## src/rtl/bp_be_int_pipe_arb.sv

```systemverilog
// bp_be_int_pipe_arb: two-requester arbiter feeding a one-entry registered issue stage of the integer pipe
// Ports:
//   clk_i, reset_i                     clock, asynchronous active-high reset
//   req0_v_i/req0_data_i/req0_ready_o  replay source (high priority) valid/packet/accept
//   req1_v_i/req1_data_i/req1_ready_o  dispatch source (low priority, starvation-protected)
//   flush_i                            squash held and incoming packets
//   pipe_v_o/pipe_data_o/pipe_src_o    registered issue packet, valid and source index
//   pipe_ready_i                       integer pipe consumes the held packet
module bp_be_int_pipe_arb #(
    parameter int payload_width_p = 64,
    parameter int starve_limit_p  = 4
) (
    input  logic                       clk_i,
    input  logic                       reset_i,
    input  logic                       req0_v_i,
    input  logic [payload_width_p-1:0] req0_data_i,
    output logic                       req0_ready_o,
    input  logic                       req1_v_i,
    input  logic [payload_width_p-1:0] req1_data_i,
    output logic                       req1_ready_o,
    input  logic                       flush_i,
    output logic                       pipe_v_o,
    output logic [payload_width_p-1:0] pipe_data_o,
    output logic                       pipe_src_o,
    input  logic                       pipe_ready_i
);
    localparam logic [3:0] LIMIT = 4'(starve_limit_p);

    typedef enum logic {EMPTY = 1'b0, FULL = 1'b1} state_e;

    state_e                     r_state;
    logic [payload_width_p-1:0] r_data;
    logic                       r_src;
    logic [3:0]                 r_starve_cnt;

    logic w_load, w_forced, w_gnt0, w_gnt1;

    // Reset is folded into load so neither requester sees ready while reset is held.
    assign w_load   = ~flush_i & ~reset_i & ((r_state == EMPTY) | pipe_ready_i);
    assign w_forced = r_starve_cnt == LIMIT;
    assign w_gnt1   = req1_v_i & (w_forced | ~req0_v_i);
    assign w_gnt0   = req0_v_i & ~w_gnt1;

    assign req0_ready_o = w_load & w_gnt0;
    assign req1_ready_o = w_load & w_gnt1;
    assign pipe_v_o     = r_state == FULL;
    assign pipe_data_o  = r_data;
    assign pipe_src_o   = r_src;

    always_ff @(posedge clk_i or posedge reset_i) begin
        if (reset_i) begin
            r_state      <= EMPTY;
            r_data       <= '0;
            r_src        <= 1'b0;
            r_starve_cnt <= '0;
        end else if (flush_i) begin
            r_state      <= EMPTY;
            r_starve_cnt <= '0;
        end else if (w_load) begin
            r_state <= (w_gnt0 | w_gnt1) ? FULL : EMPTY;
            if (w_gnt0 | w_gnt1) begin
                r_data <= w_gnt1 ? req1_data_i : req0_data_i;
                r_src  <= w_gnt1;
            end
            // req1 waiting but losing to req0 counts toward a forced grant.
            r_starve_cnt <= (w_gnt1 | ~req1_v_i) ? 4'd0
                          : w_forced ? r_starve_cnt : r_starve_cnt + 4'd1;
        end
    end
endmodule
```

## config.mk

```make
export PLATFORM = sky130hd
export DESIGN_NAME = bp_be_int_pipe_arb
export DESIGN_NICKNAME = d
export VERILOG_FILES = /design/src/rtl/bp_be_int_pipe_arb.sv
export SDC_FILE = /design/constraint.sdc
export NUM_CORES = 1
export LEC_CHECK = 0
export CORE_MARGIN = 3
export CORE_UTILIZATION = 40
export DETAILED_ROUTE_END_ITERATION = 6
export PLACE_DENSITY = 0.81
export SLEW_MARGIN = 20
export SYNTH_ARGS = -nofsm -noshare
export SYNTH_HDL_FRONTEND = slang
export SYNTH_SLANG_ARGS = --single-unit
```

## constraint.sdc

```tcl
create_clock -name clk_i -period 2.5 [get_ports clk_i]
set_clock_uncertainty 0.1 [all_clocks]
set_input_delay 0.25 -clock clk_i [delete_from_list [all_inputs] [get_ports clk_i]]
set_output_delay 0.25 -clock clk_i [all_outputs]
set_load 0.02 [all_outputs]
```

==> qor.yml <==
outcome: "finished clean"
antenna_found_initial: 0
busiest_layer: "met2"
die-height_um: 105
worstSetupEndpoint: "req0_ready_o"
power.density_cell_area_mw_per_mm2: 656
drc_errors_left: 0
vias_per_cell: 5.09
hold_violations: 0
numCtsBuffers: 9
placement.io_buffers: 201
hpwlAfterDp_um: 7930
synth-edff-count: 0
vias_in_the_first_global_route: 3529
synthToLayoutAreaGrowth_pct: 59.3
final.min_clock_period_ns: 2.24
grt_pass1_wl_um: 17800
yosys_register_bits: 70
fp.dieArea_mm2: 0.0110
drt-wirelength-per-cell_um: 17.2
setup_tns_ns: 0
grtUsageMet3_pct: 4.39
cts_hold_buf: 0
drt-pass1-iter-count: 4
cts_resized: 1
synth.net_count: 460
fill_cells: 748
cts.path.max_buffers: 2
reg2reg_setup_slack_ns: 0.44
grtUsageMet2_pct: 34.9
worst_pin_slew_ns: 0.693
criticalPathCategory: "reg -> out"
start_point_of_the_critical_path: "r_starve_cnt[0]"
reg2reg_depth: 7
final_cell_area_mm2: 0.00621
use_met1_pct: 23.9
post_synth_instance_area_mm2: 0.00390
layout_worst_path_cycle_share_pct: 89.5
postRouteWirelength_um: 11200
synthDominantAreaCellType: "dfrtp_1"
yosys_most_used_dff: "dfrtp_1"
grt.overflow.total: 0
track_usage_pct: 19.9
ios: 202
via_count: 3314
hold_class: "in -> async"
dieWidth_um: 105
share_of_yosys_cell_area_claimed_by_the_top_area_cell_type_pct: 45.0
post-cts-setup-buffer-count: 0
diodes: 0
synth.yosys.seq_area_share_pct: 45.0
worst_r2r_start: "r_starve_cnt[0]"
design.core.area_mm2: 0.00937
pre_cts_worst_setup_slack_ns: 0.235
grt_setup_unrepaired: "no"
post_synth_main_area_contributors: "dfrtp_1 45%, a2bb2oi_2 19%, a21oi_2 11%, nand2_1 6.3%, a2bb2oi_1 3.1%"
crit_path_end_kind: "output pin"
path_clk_slew_ns: 0.08
htreeDepth: 3
drtIter0Drc: 90
ir_drop_v: 0.000433
power_leakage_nw: 2.51
slew-limit-headroom_pct: 53.8
timing.rr.end: "pipe_data_o[35]"
cts_root_buf: "clkbuf_8"
cts_tree: "yes"
finalWorstSetupSlack_ns: 0.264
placement_rows: 35
clock_latency_ns: 0.32
clock_net_sink_count: 70
ys_warn_count: 0
place_area_mm2: 0.00595
gp_congestion: 0.784
synth_cells: 324
critical_path_peak_fanout: 4
finalSetupViolations: 0
fmax_ghz: 0.447
layout-drive-gt1-share_pct: 25.5
cp_data_required_time_ns: 2.15
syn-mean-instance-area_um2: 12.0
ffs_w_async_s_r_synth_pct: 100
timing.max_cap.violations: 0
max_transition_viols_final: 0
grt_max_degree: 65
initial_utilization_pct: 41.6
detail-route-antenna-nets: 0
finish.net_count: 653
post_synth_num_cell_types: 34
power_mw: 4.07
startpoint_type: "register"
timing.critical_path.arrival_ns: 1.89
[layout by cell type, fill, tap and decap left out]
| master | synthesis | final |
|---|---|---|
| xor2_1 | 1 | 1 |
| o2111a_1 | 1 | 1 |
| nor2b_1 | 2 | 2 |
| nand3b_4 | 1 | 1 |
| a2bb2oi_2 | 50 | 50 |
| nand4_1 | 1 | 1 |
| bufinv_16 | 0 | 3 |
| nor2_1 | 3 | 3 |
| a21oi_2 | 50 | 50 |
| or3_1 | 1 | 1 |
| nor2_8 | 1 | 1 |
| clkbuf_8 | 0 | 11 |
| dlygate4sd2_1 | 0 | 1 |
| buf_12 | 5 | 5 |
| nand2_2 | 1 | 1 |
| inv_1 | 4 | 3 |
| a21oi_1 | 15 | 15 |
| clkdlybuf4s50_1 | 0 | 199 |
| nor3_1 | 1 | 1 |
| nor2_4 | 2 | 2 |
| buf_4 | 9 | 3 |
| and2_0 | 1 | 1 |
| inv_2 | 0 | 1 |
| a2bb2oi_1 | 14 | 14 |
| nand2b_1 | 1 | 1 |
| o31ai_1 | 1 | 1 |
| o21a_4 | 1 | 1 |
| o21ai_4 | 0 | 1 |
| nand3_1 | 2 | 2 |
| o21ai_0 | 1 | 1 |
| clkinvlp_4 | 0 | 2 |
| dfrtp_1 | 70 | 70 |
| dlymetal6s2s_1 | 0 | 1 |
| o2bb2ai_1 | 1 | 1 |
| ha_1 | 2 | 2 |
| and3b_4 | 1 | 1 |
| a21o_1 | 2 | 2 |
| nand2_1 | 65 | 65 |
[worst min-delay path by stage]
| stage | from | to | slack, ns | cells past startpoint |
|---|---|---|---|---|
| 3_5_place_dp | pipe_src_o | pipe_src_o | 0.40 | 1 |
| 3_3_place_gp | pipe_data_o[38] | pipe_data_o[38] | 0.40 | 1 |
| 2_1_floorplan | flush_i | pipe_v_o | 0.21 | 1 |
| 6_report | reset_i | pipe_data_o[37] | 0.27 | 2 |
| 4_1_cts | reset_i | pipe_data_o[31] | 0.27 | 2 |
| 5_1_grt | reset_i | pipe_data_o[39] | 0.31 | 2 |
[through the flow]
stage / hold WS [ns] / std cells / util, %
2_1_floorplan: 0.213 / 324 / -
3_3_place_gp: 0.404 / 635 / 63.5
3_5_place_dp: 0.404 / 635 / 63.5
4_1_cts: 0.266 / 651 / 66.2
5_1_grt: 0.314 / 651 / 66.2
6_report: 0.269 / 651 / 66.2
[cells in the mapped netlist, types with 2 or more instances]
| library cell | count |
|---|---|
| dfrtp_1 | 70 |
| nand2_1 | 65 |
| a21oi_2 | 50 |
| a2bb2oi_2 | 50 |
| a21oi_1 | 15 |
| a2bb2oi_1 | 14 |
| buf_4 | 9 |
| buf_2 | 8 |
| buf_12 | 5 |
| inv_1 | 4 |
| buf_6 | 3 |
| nor2_1 | 3 |
| a21o_1 | 2 |
| clkbuf_1 | 2 |
| ha_1 | 2 |
| nand3_1 | 2 |
| nor2_4 | 2 |
| nor2b_1 | 2 |
[worst max-delay path, cell delays in order, from the launching register on]
cell,delay (ns)
dfrtp_1,0.39
inv_1,0.07
ha_1,0.19
and3b_4,0.19
o21a_4,0.21
nor3_1,0.16
dlygate4sd2_1,0.35
[metal layers]
layer | vias up | wire (µm)
met5 | - | 0
met4 | 0 | 269
met3 | 19 | 709
met2 | 129 | 5660
met1 | 1614 | 4530
li1 | 1552 | -
[area by class of cell]
| cell class | count | area (µm²) | share of cell area [%] |
|---|---|---|---|
| Timing Repair Buffer | 209 | 2140 | 34.4 |
| Multi-Input combinational cell | 223 | 1890 | 30.4 |
| Sequential cell | 70 | 1750 | 28.2 |
| Tap cell | 129 | 161 | 2.60 |
| Clock buffer | 11 | 151 | 2.44 |
| Clock inverter | 5 | 105 | 1.69 |
| Inverter | 4 | 15.0 | 0.242 |
[cell families after synthesis]
| kind of cell | Yosys count | synth area share, % |
|---|---|---|
| compound gates | 137 | 37.4 |
| buf+inv | 31 | 6.78 |
| xor+xnor | 1 | 0.225 |
| simple gates | 83 | 9.99 |
| fa+ha+maj | 2 | 0.642 |
| flops | 70 | 45.0 |
[state kept, by name, summed over array words and instances, names as in the netlist]
register and cells:
pipe_data_o 64, r_starve_cnt 4, pipe_v_o 1, pipe_src_o 1
[report_power, final]
group          switching [mW]  internal (mW)
logic                   0.626          0.828
registers               0.138           1.33
clock network           0.435          0.718
Power figures use the tool's default switching activity.
